[config.mk]
export PLATFORM = sky130hd
export DESIGN_NAME = mem_stage
export DESIGN_NICKNAME = d
export VERILOG_FILES = /design/src/rtl/mem_stage.sv
export SDC_FILE = /design/constraint.sdc
export NUM_CORES = 1
export LEC_CHECK = 0
export CORE_MARGIN = 4
export CORE_UTILIZATION = 45
export CTS_BUF_LIST = sky130_fd_sc_hd__clkbuf_2
export CTS_CLUSTER_DIAMETER = 80
export DETAILED_ROUTE_END_ITERATION = 8
export GPL_TIMING_DRIVEN = 1
export MAX_ROUTING_LAYER = met4
export PLACE_DENSITY = 0.84
export SYNTH_ARGS = -nofsm -noshare
export SYNTH_HDL_FRONTEND = slang
export SYNTH_SLANG_ARGS = --single-unit
[constraint.sdc]
create_clock -name clk -period 4.9 [get_ports clk]
set_clock_uncertainty 0.2 [all_clocks]
set_input_delay 0.98 -clock clk [delete_from_list [all_inputs] [get_ports clk]]
set_output_delay 0.98 -clock clk [all_outputs]
set_load 0.02 [all_outputs]
[src/rtl/mem_stage.sv]
// Memory-access stage: holds the execute result, waits for the data-SRAM
// response when a request was issued, aligns/extends load data and forwards to decode.
module mem_stage #(
  parameter int ES_W = 157,
  parameter int MS_W = 152
) (
  input  logic            clk,
  input  logic            reset,
  input  logic            es_to_ms_valid,
  output logic            ms_allowin,
  input  logic [ES_W-1:0] es_to_ms_bus,
  input  logic            data_sram_data_ok,
  input  logic [31:0]     data_sram_rdata,
  input  logic            ws_allowin,
  output logic            ms_to_ws_valid,
  output logic [MS_W-1:0] ms_to_ws_bus,
  output logic [38:0]     ms_to_ds_fwd,
  input  logic            ws_flush_pipe,
  output logic [1:0]      dbg_state
);

  // Handshake: a transfer happens on a clock edge where the producer's valid
  // and the consumer's allowin are both high; valid never depends on allowin
  // of the same stage, and a flush from write-back cancels any transfer.

  typedef enum logic [1:0] {
    S_IDLE    = 2'd0,
    S_WAIT    = 2'd1,
    S_HELD    = 2'd2,
    S_DISCARD = 2'd3
  } state_t;

  state_t          state;
  logic            ms_valid;
  logic [ES_W-1:0] ms_bus_r;
  logic [31:0]     rdata_buf;

  logic [81:0] csr_f;
  logic        req_issued;
  logic        mem_sign;
  logic [1:0]  mem_size;
  logic        res_from_mem;
  logic        gr_we;
  logic [4:0]  dest;
  logic [31:0] alu_result;
  logic [31:0] pc;

  assign csr_f        = ms_bus_r[156:75];
  assign req_issued   = ms_bus_r[74];
  assign mem_sign     = ms_bus_r[73];
  assign mem_size     = ms_bus_r[72:71];
  assign res_from_mem = ms_bus_r[70];
  assign gr_we        = ms_bus_r[69];
  assign dest         = ms_bus_r[68:64];
  assign alu_result   = ms_bus_r[63:32];
  assign pc           = ms_bus_r[31:0];

  logic es_req_issued;
  logic accept;
  logic need_resp;
  logic ms_ready_go;

  assign es_req_issued = es_to_ms_bus[74];
  assign need_resp     = ms_valid && req_issued;
  assign ms_ready_go   = !need_resp
                       || (state == S_WAIT && data_sram_data_ok)
                       || (state == S_HELD);
  assign ms_allowin    = (state != S_DISCARD)
                       && (!ms_valid || (ms_ready_go && ws_allowin));
  assign accept        = es_to_ms_valid && ms_allowin && !ws_flush_pipe;
  assign ms_to_ws_valid = ms_valid && ms_ready_go && !ws_flush_pipe;
  assign dbg_state     = state;

  always_ff @(posedge clk) begin
    if (reset) begin
      ms_valid <= 1'b0;
    end else if (ws_flush_pipe) begin
      ms_valid <= 1'b0;
    end else if (ms_allowin) begin
      ms_valid <= es_to_ms_valid;
    end
  end

  always_ff @(posedge clk) begin
    if (reset) begin
      ms_bus_r <= '0;
    end else if (accept) begin
      ms_bus_r <= es_to_ms_bus;
    end
  end

  // Response tracker; a newly accepted request overrides whatever the old
  // instruction's completion would have chosen.
  always_ff @(posedge clk) begin
    if (reset) begin
      state     <= S_IDLE;
      rdata_buf <= '0;
    end else begin
      case (state)
        S_IDLE: begin
          state <= S_IDLE;
        end
        S_WAIT: begin
          if (ws_flush_pipe) begin
            state <= data_sram_data_ok ? S_IDLE : S_DISCARD;
          end else if (data_sram_data_ok) begin
            if (ws_allowin) begin
              state <= S_IDLE;
            end else begin
              state     <= S_HELD;
              rdata_buf <= data_sram_rdata;
            end
          end
        end
        S_HELD: begin
          if (ws_allowin || ws_flush_pipe) state <= S_IDLE;
        end
        S_DISCARD: begin
          if (data_sram_data_ok) state <= S_IDLE;
        end
        default: state <= S_IDLE;
      endcase
      if (accept && es_req_issued && !(state == S_IDLE && data_sram_data_ok)) begin
        state <= S_WAIT;
      end
    end
  end

  logic [31:0] load_src;
  logic [31:0] byte_shift;
  logic [31:0] half_shift;
  logic [31:0] aligned_load;
  logic [31:0] final_result;
  logic [1:0]  off;

  assign off = alu_result[1:0];

  always_comb begin
    load_src     = (state == S_HELD) ? rdata_buf : data_sram_rdata;
    byte_shift   = load_src >> {off, 3'b000};
    half_shift   = load_src >> {off[1], 4'b0000};
    aligned_load = load_src;
    case (mem_size)
      2'd0:    aligned_load = {{24{mem_sign & byte_shift[7]}}, byte_shift[7:0]};
      2'd1:    aligned_load = {{16{mem_sign & half_shift[15]}}, half_shift[15:0]};
      default: aligned_load = load_src;
    endcase
    final_result = res_from_mem ? aligned_load : alu_result;
  end

  assign ms_to_ws_bus = {csr_f, gr_we, dest, final_result, pc};

  logic fwd_we;
  logic fwd_block;

  assign fwd_we       = ms_valid && gr_we;
  assign fwd_block    = ms_valid && res_from_mem && !ms_ready_go;
  assign ms_to_ds_fwd = {fwd_we, dest, fwd_block, final_result};

endmodule

==> results of run 1 <==
stage by stage:
stage	hold slack [ns]	power, W	std cells	setup WS [ns]
detailed placement	0.246	0.00243	1683	0.292
finish	0.270	0.00321	1724	0.166
CTS	0.272	0.00323	1716	0.00189
floorplan	0.233	0.00211	1250	1.18
global placement	0.239	0.00242	1683	0.343
global route	0.287	0.00335	1724	0.0172
kinds of logic after synthesis:
| group | synth area share |
|---|---|
| AOI/OAI and AO/OA | 0.172 |
| buffers and inverters | 0.171 |
| DFF | 0.411 |
| muxes | 0.0355 |
| and+or+nand+nor | 0.210 |
power by group through the flow:
stage	clock (W)	combinational, W	sequential (W)
after floorplan	0	0.000433	0.00168
after global placement	0	0.000729	0.00169
after detailed placement	0	0.000737	0.00170
after CTS	0.000824	0.000740	0.00167
after global routing	0.000886	0.000788	0.00168
final	0.000796	0.000740	0.00167
sequential cells by signal, indices dropped and copies added, names as in the netlist:
| signal | flops |
|---|---|
| rdata_buf | 32 |
| ms_bus_r | 157 |
| dbg_state | 2 |
| ms_valid | 1 |
final timing paths:
| kind | start | end | slack (ns) | cells past startpoint |
|---|---|---|---|---|
| setup / recovery | dbg_state[0] | ms_to_ds_fwd[2] | 0.17 | 6 |
| hold / removal | ms_bus_r[24] | ms_bus_r[24] | 0.27 | 2 |
| setup reg to reg | ms_valid | ms_bus_r[117] | 2.39 | 7 |
| hold reg to reg | ms_bus_r[24] | ms_bus_r[24] | 0.27 | 2 |
placed cells by master (no fill, tap or decap), types with 2 or more instances in the layout:
master and count:
inv_6 5, clkinv_4 2, a211oi_1 17, nor2_1 42
and3_1 2, o311ai_0 2, a21oi_1 202, o22ai_1 25
nand2b_1 4, o21ai_0 12, clkbuf_2 18, nor3_1 2
dfxtp_2 2, diode_2 6, nand2_1 419, buf_12 3
clkdlybuf4s50_1 388, inv_8 3, dfxtp_1 189, a21boi_0 9
mux4_2 8, inv_1 8, clkinv_8 3, a32oi_1 3
mux2i_1 14, nand4_1 4, nor2b_1 10, a31oi_1 2
buf_4 20, and2_1 3, nand3_1 4
routing by layer:
metal / routed length, um / vias to the layer above / share of wire
li1: - / 4318 / -
met1: 11700 / 4130 / 0.40
met2: 14600 / 425 / 0.49
met3: 2520 / 47 / 0.085
met4: 736 / 0 / 0.025
met5: 0 / - / 0
timing repair:
| item | CTS | global route |
|---|---|---|
| gates resized for setup | 2 | 3 |
| hold buffers | 0 | 0 |
| pin swaps | 0 | 1 |
| cloned | 1 | 0 |
| setup endpoints to repair | 20 | 20 |
| setup buffers | 0 | 2 |
final cells by class:
cell class | instances | area, um^2
antenna | 6 | 15.0
clock buffer | 18 | 90.1
clock inverter | 14 | 148
fill | 1805 | 7810
inverter | 8 | 30.0
multi-input combinational | 804 | 3910
sequential | 192 | 3850
tap | 270 | 338
timing repair buffer | 412 | 4110
tightest hold or removal path: cells and delay by family (launching register included):
family             cells  cell delay [ns]
DFF                    1             0.38
and+or+nand+nor        1             0.05
AOI/OAI and AO/OA      1             0.05
==> run_summary.xml, run 1 <==
<?xml version="1.0" encoding="UTF-8"?>
<metrics>
  <group name="outcome">
    <metric name="run_status" unit="">completed</metric>
  </group>
  <group name="clock_tree">
    <metric name="tritoncts" unit="">done</metric>
    <metric name="worstSkewPairLatency" unit="ns">0.75</metric>
    <metric name="clkSlewWorstSetupHoldPaths" unit="ns">0.32</metric>
    <metric name="ctsLongestPathBuffers" unit="">2</metric>
    <metric name="cts_root_buf" unit="">clkbuf_2</metric>
    <metric name="cts_buffers" unit="">17</metric>
    <metric name="cts-htree-levels" unit="">4</metric>
    <metric name="clock_sink_count" unit="">192</metric>
  </group>
  <group name="sta">
    <metric name="setup_viol" unit="">0</metric>
    <metric name="number_of_pins_with_negative_max_slew_slack_in_the_final_report" unit="">0</metric>
    <metric name="final.period_utilization" unit="">0.966</metric>
    <metric name="report.final.hold_viol_count" unit="">0</metric>
    <metric name="tightest_slew" unit="ns">1.22</metric>
    <metric name="fmax" unit="GHz">0.211</metric>
    <metric name="rsz0062_at_grt" unit="">no</metric>
    <metric name="finalWorstPathRequiredPeriod" unit="ns">4.73</metric>
    <metric name="totalNegativeSetupSlack" unit="ns">0</metric>
    <metric name="slew_limit_headroom" unit="">0.189</metric>
  </group>
  <group name="yosys">
    <metric name="synth_area_leader_cell" unit="">dfxtp_1</metric>
    <metric name="synth-seq-area-share" unit="">0.411</metric>
    <metric name="netlist_area" unit="mm^2">0.00934</metric>
    <metric name="ys_top_cells_by_area" unit="">dfxtp_1, nand2_1, buf_4</metric>
    <metric name="post-synth-top-area-fraction" unit="">0.411</metric>
    <metric name="synthesis.yosys.warnings" unit="">0</metric>
    <metric name="postSynth.asyncResetShare" unit="">0</metric>
    <metric name="unique_cell_type_count_in_the_yosys_netlist" unit="">43</metric>
    <metric name="synthesized_nets" unit="">1445</metric>
    <metric name="synth.ff_latch_count" unit="">192</metric>
    <metric name="synthTopCellsByCount" unit="">nand2_1, a21oi_1, dfxtp_1</metric>
    <metric name="synth_top_flop_cell" unit="">dfxtp_1</metric>
    <metric name="synth.most_common_cell" unit="">nand2_1</metric>
    <metric name="netlist_instances" unit="">1250</metric>
    <metric name="post_synth.cell_area_avg" unit="um^2">7.47</metric>
    <metric name="synth_enable_flop_cells" unit="">0</metric>
  </group>
  <group name="floorplan">
    <metric name="fp.dieH" unit="um">152</metric>
    <metric name="die-area" unit="mm^2">0.0231</metric>
    <metric name="std_cell_rows" unit="">52</metric>
    <metric name="initial_core_util" unit="">0.460</metric>
    <metric name="die_width" unit="um">152</metric>
    <metric name="design.portCount" unit="">390</metric>
    <metric name="core_area" unit="mm^2">0.0203</metric>
  </group>
  <group name="global_route">
    <metric name="met1_usage" unit="">0.295</metric>
    <metric name="grt_start_max_net_pins" unit="">104</metric>
    <metric name="all_layer_gr_usage" unit="">0.252</metric>
    <metric name="antenna_found_initial" unit="">6</metric>
    <metric name="global_route.overflow_total" unit="">0</metric>
    <metric name="grt_pass1_vias" unit="">8524</metric>
    <metric name="grt_first_pass_wirelength" unit="um">46000</metric>
    <metric name="gr-usage-met2" unit="">0.412</metric>
    <metric name="globalRoute.busiestLayer" unit="">met2</metric>
    <metric name="grt_util_met3" unit="">0.0703</metric>
  </group>
  <group name="layout">
    <metric name="utilization" unit="">0.615</metric>
    <metric name="num-nets-final" unit="">1630</metric>
    <metric name="drive_gt1_frac" unit="">0.0518</metric>
    <metric name="areaGrowthSynthToFinish" unit="%">33.7</metric>
    <metric name="final_cell_area" unit="mm^2">0.0125</metric>
  </group>
  <group name="placement">
    <metric name="dpl_cell_area" unit="mm^2">0.0122</metric>
    <metric name="port_buffers" unit="">389</metric>
    <metric name="dpl.hpwl" unit="um">21600</metric>
    <metric name="gpl.final_weighted_congestion" unit="">0.913</metric>
  </group>
  <group name="detailed_routing">
    <metric name="via_count" unit="">8920</metric>
    <metric name="route.detailed.drc" unit="">0</metric>
    <metric name="dr.first_iter.drc_count" unit="">535</metric>
    <metric name="postRouteAntennaNets" unit="">0</metric>
    <metric name="detail_route.wl_per_cell" unit="um">17.2</metric>
    <metric name="drt_wl_total" unit="um">29700</metric>
    <metric name="drt_first_pass_iters" unit="">5</metric>
    <metric name="detail_route.vias_per_cell" unit="">5.17</metric>
  </group>
  <group name="worst_setup_path">
    <metric name="critPathTopFamily" unit="">buffers and inverters</metric>
    <metric name="worst_setup_path_end_kind" unit="">output port</metric>
    <metric name="cp_data_required_time" unit="ns">3.72</metric>
    <metric name="worst_path_max_delay_cell" unit="">clkdlybuf4s50_1</metric>
    <metric name="path_max_fanout" unit="">11</metric>
    <metric name="critical-path-max-stage-delay" unit="ns">0.61</metric>
    <metric name="worst_setup_path_start_kind" unit="">flip-flop</metric>
    <metric name="timing.critical_path.cells" unit="">nand2b_4 &gt; buf_4 &gt; mux4_2 &gt; o311ai_1 &gt; o21ai_0 &gt; clkdlybuf4s50_1</metric>
    <metric name="critical_path_class" unit="">reg -&gt; out</metric>
    <metric name="cp_num_buf_inv" unit="">2</metric>
    <metric name="cp.arrival" unit="ns">3.55</metric>
  </group>
  <group name="power">
    <metric name="power.density_cell_area" unit="mW/mm^2">257</metric>
    <metric name="sequential_power_share" unit="">0.521</metric>
    <metric name="switching_share" unit="">0.322</metric>
    <metric name="pwr-share-comb" unit="">0.231</metric>
    <metric name="p_sw" unit="W">0.00103</metric>
    <metric name="share_clk_of_total_power" unit="">0.248</metric>
    <metric name="cellInternalPower" unit="W">0.00217</metric>
    <metric name="reported_leakage_power" unit="nW">4.48</metric>
    <metric name="peakVddDrop" unit="V">0.000145</metric>
  </group>
  <group name="worst_hold_path">
    <metric name="timing.hold.worst.class" unit="">reg -&gt; reg</metric>
  </group>
  <group name="flow_run">
    <metric name="drv.max_cap_violation_count" unit="">0</metric>
  </group>
</metrics>
Note: power is estimated with default switching activity, not from simulation.
==> run 2: changes to the inputs <==
--- a/config.mk
+++ b/config.mk
@@ -13,6 +13,7 @@
 export GPL_TIMING_DRIVEN = 1
 export MAX_ROUTING_LAYER = met4
 export PLACE_DENSITY = 0.84
+export SETUP_SLACK_MARGIN = 0.3
 export SYNTH_ARGS = -nofsm -noshare
 export SYNTH_HDL_FRONTEND = slang
 export SYNTH_SLANG_ARGS = --single-unit
==> run_summary.xml, run 2 (synthesis results as in run 1) <==
<?xml version="1.0" encoding="UTF-8"?>
<metrics>
  <group name="worst_setup_path">
    <metric name="worst_setup_path_start_kind" unit="">input port</metric>
    <metric name="critical_path.reg2reg.endpoint" unit="">ms_bus_r[117]</metric>
    <metric name="rr_worst_depth" unit="">8</metric>
    <metric name="cp_data_required_time" unit="ns">3.72</metric>
    <metric name="critPathTopFamily" unit="">buffers and inverters</metric>
    <metric name="timing.critical_path.cells" unit="">clkdlybuf4s50_1 &gt; mux2i_1 &gt; mux2_2 &gt; a21boi_2 &gt; a311oi_4 &gt; buf_4 &gt; a21oi_1 &gt; clkdlybuf4s50_1</metric>
    <metric name="critical-path-max-stage-delay" unit="ns">0.63</metric>
    <metric name="critical_path_class" unit="">in -&gt; out</metric>
    <metric name="critical_path.reg2reg.startpoint" unit="">dbg_state[0]</metric>
    <metric name="worst_setup_path_end_kind" unit="">output port</metric>
    <metric name="cp.arrival" unit="ns">3.35</metric>
    <metric name="cp_num_buf_inv" unit="">3</metric>
    <metric name="path_max_fanout" unit="">6</metric>
    <metric name="worst_path_max_delay_cell" unit="">clkdlybuf4s50_1</metric>
    <metric name="crit_path_frequent_cell" unit="">clkdlybuf4s50_1</metric>
    <metric name="reg2reg_setup_slack" unit="ns">2.29</metric>
  </group>
  <group name="layout">
    <metric name="areaGrowthSynthToFinish" unit="%">34.5</metric>
    <metric name="fin_cells" unit="">1727</metric>
    <metric name="layout.cells.most_common" unit="">nand2_1</metric>
    <metric name="largest_register_ffs" unit="">157</metric>
    <metric name="top_register" unit="">ms_bus_r</metric>
    <metric name="highest_count_cells_in_the_layout_ignoring_fill_and_taps" unit="">nand2_1, clkdlybuf4s50_1, a21oi_1</metric>
    <metric name="drive_gt1_frac" unit="">0.0544</metric>
    <metric name="num-nets-final" unit="">1633</metric>
    <metric name="final_cell_area" unit="mm^2">0.0126</metric>
  </group>
  <group name="placement">
    <metric name="place_inst" unit="">1683</metric>
    <metric name="gpl.final_weighted_congestion" unit="">0.913</metric>
    <metric name="place_worst_setup_slack" unit="ns">0.292</metric>
    <metric name="dpl.hpwl" unit="um">21600</metric>
    <metric name="port_buffers" unit="">389</metric>
    <metric name="dpl_cell_area" unit="mm^2">0.0122</metric>
  </group>
  <group name="detailed_routing">
    <metric name="route.detailed.drc" unit="">0</metric>
    <metric name="dr.first_iter.drc_count" unit="">612</metric>
    <metric name="via_count" unit="">8936</metric>
    <metric name="postRouteAntennaNets" unit="">0</metric>
    <metric name="drt_wl_total" unit="um">29900</metric>
    <metric name="detail_route.vias_per_cell" unit="">5.17</metric>
    <metric name="detail_route.wl_per_cell" unit="um">17.3</metric>
    <metric name="drt_first_pass_iters" unit="">5</metric>
  </group>
  <group name="global_route">
    <metric name="grt_pass1_vias" unit="">8530</metric>
    <metric name="grt_start_max_net_pins" unit="">104</metric>
    <metric name="grt_first_pass_wirelength" unit="um">46300</metric>
    <metric name="all_layer_gr_usage" unit="">0.253</metric>
    <metric name="global_route.overflow_total" unit="">0</metric>
    <metric name="antenna_found_initial" unit="">6</metric>
  </group>
  <group name="clock_tree">
    <metric name="hold_buffers" unit="">0</metric>
    <metric name="cts_buffers" unit="">17</metric>
    <metric name="cts_root_buf" unit="">clkbuf_2</metric>
    <metric name="tritoncts" unit="">done</metric>
    <metric name="clock_sink_count" unit="">192</metric>
    <metric name="worstSkewPairLatency" unit="ns">0.76</metric>
    <metric name="ctsLongestPathBuffers" unit="">2</metric>
    <metric name="cts-htree-levels" unit="">4</metric>
    <metric name="clkSlewWorstSetupHoldPaths" unit="ns">0.30</metric>
  </group>
  <group name="flow_run">
    <metric name="drv.max_cap_violation_count" unit="">0</metric>
  </group>
  <group name="outcome">
    <metric name="run_status" unit="">completed</metric>
  </group>
  <group name="floorplan">
    <metric name="design.portCount" unit="">390</metric>
    <metric name="die_width" unit="um">152</metric>
    <metric name="core_area" unit="mm^2">0.0203</metric>
    <metric name="std_cell_rows" unit="">52</metric>
    <metric name="initial_core_util" unit="">0.460</metric>
    <metric name="die-area" unit="mm^2">0.0231</metric>
    <metric name="fp.dieH" unit="um">152</metric>
  </group>
  <group name="sta">
    <metric name="final.period_utilization" unit="">0.924</metric>
    <metric name="fmax" unit="GHz">0.221</metric>
    <metric name="totalNegativeSetupSlack" unit="ns">0</metric>
    <metric name="report.final.hold_viol_count" unit="">0</metric>
    <metric name="number_of_pins_with_negative_max_slew_slack_in_the_final_report" unit="">0</metric>
    <metric name="setup_viol" unit="">0</metric>
    <metric name="rsz0062_at_grt" unit="">yes</metric>
    <metric name="finalWorstPathRequiredPeriod" unit="ns">4.53</metric>
    <metric name="tightest_slew" unit="ns">1.22</metric>
    <metric name="postLayoutSetupSlackWorst" unit="ns">0.374</metric>
    <metric name="slew_limit_headroom" unit="">0.185</metric>
  </group>
  <group name="power">
    <metric name="reported_leakage_power" unit="nW">4.85</metric>
    <metric name="cellInternalPower" unit="W">0.00217</metric>
    <metric name="sequential_power_share" unit="">0.521</metric>
    <metric name="p_sw" unit="W">0.00104</metric>
    <metric name="power.density_cell_area" unit="mW/mm^2">255</metric>
    <metric name="share_clk_of_total_power" unit="">0.249</metric>
    <metric name="pwr-share-comb" unit="">0.230</metric>
    <metric name="switching_share" unit="">0.323</metric>
    <metric name="peakVddDrop" unit="V">0.000144</metric>
  </group>
  <group name="worst_hold_path">
    <metric name="min_path_cells" unit="">2</metric>
    <metric name="min_delay_worst_endpoint" unit="">ms_bus_r[3]</metric>
    <metric name="timing.hold.worst.start" unit="">ms_bus_r[3]</metric>
    <metric name="timing.hold.worst.class" unit="">reg -&gt; reg</metric>
  </group>
</metrics>
[run 2: changes by cell type in the layout (fill, tap and decap cells not counted), sizes merged]
cell and change:
clkdlybuf4s50 -27, dlymetal6s2s +21, dlygate4sd2 +6, buf +3
[run 2: final cells by class]
cell class                 count  area, um^2
timing repair buffer         415        4180
multi-input combinational    804        3910
tap                          270         338
inverter                       8        30.0
clock inverter                14         148
clock buffer                  18        90.1
sequential                   192        3850
antenna                        6        15.0
fill                        1785        7730
[run 2: worst max-delay path by stage]
stage	start	to	slack [ns]	depth (start not counted)
finish	data_sram_rdata[31]	ms_to_ws_bus[46]	0.37	8
global route	data_sram_rdata[31]	ms_to_ws_bus[60]	0.29	8
CTS	ms_bus_r[71]	ms_to_ds_fwd[2]	0.30	7
detailed placement	data_sram_rdata[23]	ms_to_ws_bus[42]	0.29	6
global placement	data_sram_rdata[23]	ms_to_ws_bus[42]	0.34	6
floorplan	data_sram_rdata[31]	ms_to_ws_bus[62]	1.18	7
[run 2: tightest hold or removal path: stages, from the launching register on]
cell and delay [ns]:
dfxtp_1 0.38, nand2_1 0.05, a21oi_1 0.05
[run 2: stage by stage]
| step | total power (W) | hold WS, ns | util |
|---|---|---|---|
| detailed placement | 0.00243 | 0.246 | 0.601 |
| CTS | 0.00323 | 0.272 | 0.615 |
| global route | 0.00335 | 0.287 | 0.619 |
| global placement | 0.00242 | 0.239 | 0.601 |
| finish | 0.00320 | 0.272 | 0.619 |
| floorplan | 0.00211 | 0.233 | - |
[run 2: power by group through the flow]
stage | Clock (W) | Combinational, W | Sequential (W)
after detailed placement | 0 | 0.000737 | 0.00170
after global placement | 0 | 0.000729 | 0.00169
final | 0.000796 | 0.000737 | 0.00167
after global routing | 0.000887 | 0.000785 | 0.00168
after floorplan | 0 | 0.000433 | 0.00168
after CTS | 0.000823 | 0.000739 | 0.00167
[run 2: repair_timing]
item,4_1_cts,5_1_grt
pin swaps,1,0
setup endpoints to repair,62,25
cloned,1,0
gates resized for setup,14,25
setup buffers,5,0
[run 2: per-layer routing]
| metal | share of wire | GRT usage | up-vias |
|---|---|---|---|
| li1 | - | - | 4326 |
| met4 | 0.027 | 0.0976 | 0 |
| met5 | 0 | - | - |
| met1 | 0.40 | 0.299 | 4130 |
| met2 | 0.49 | 0.412 | 429 |
| met3 | 0.086 | 0.0697 | 51 |
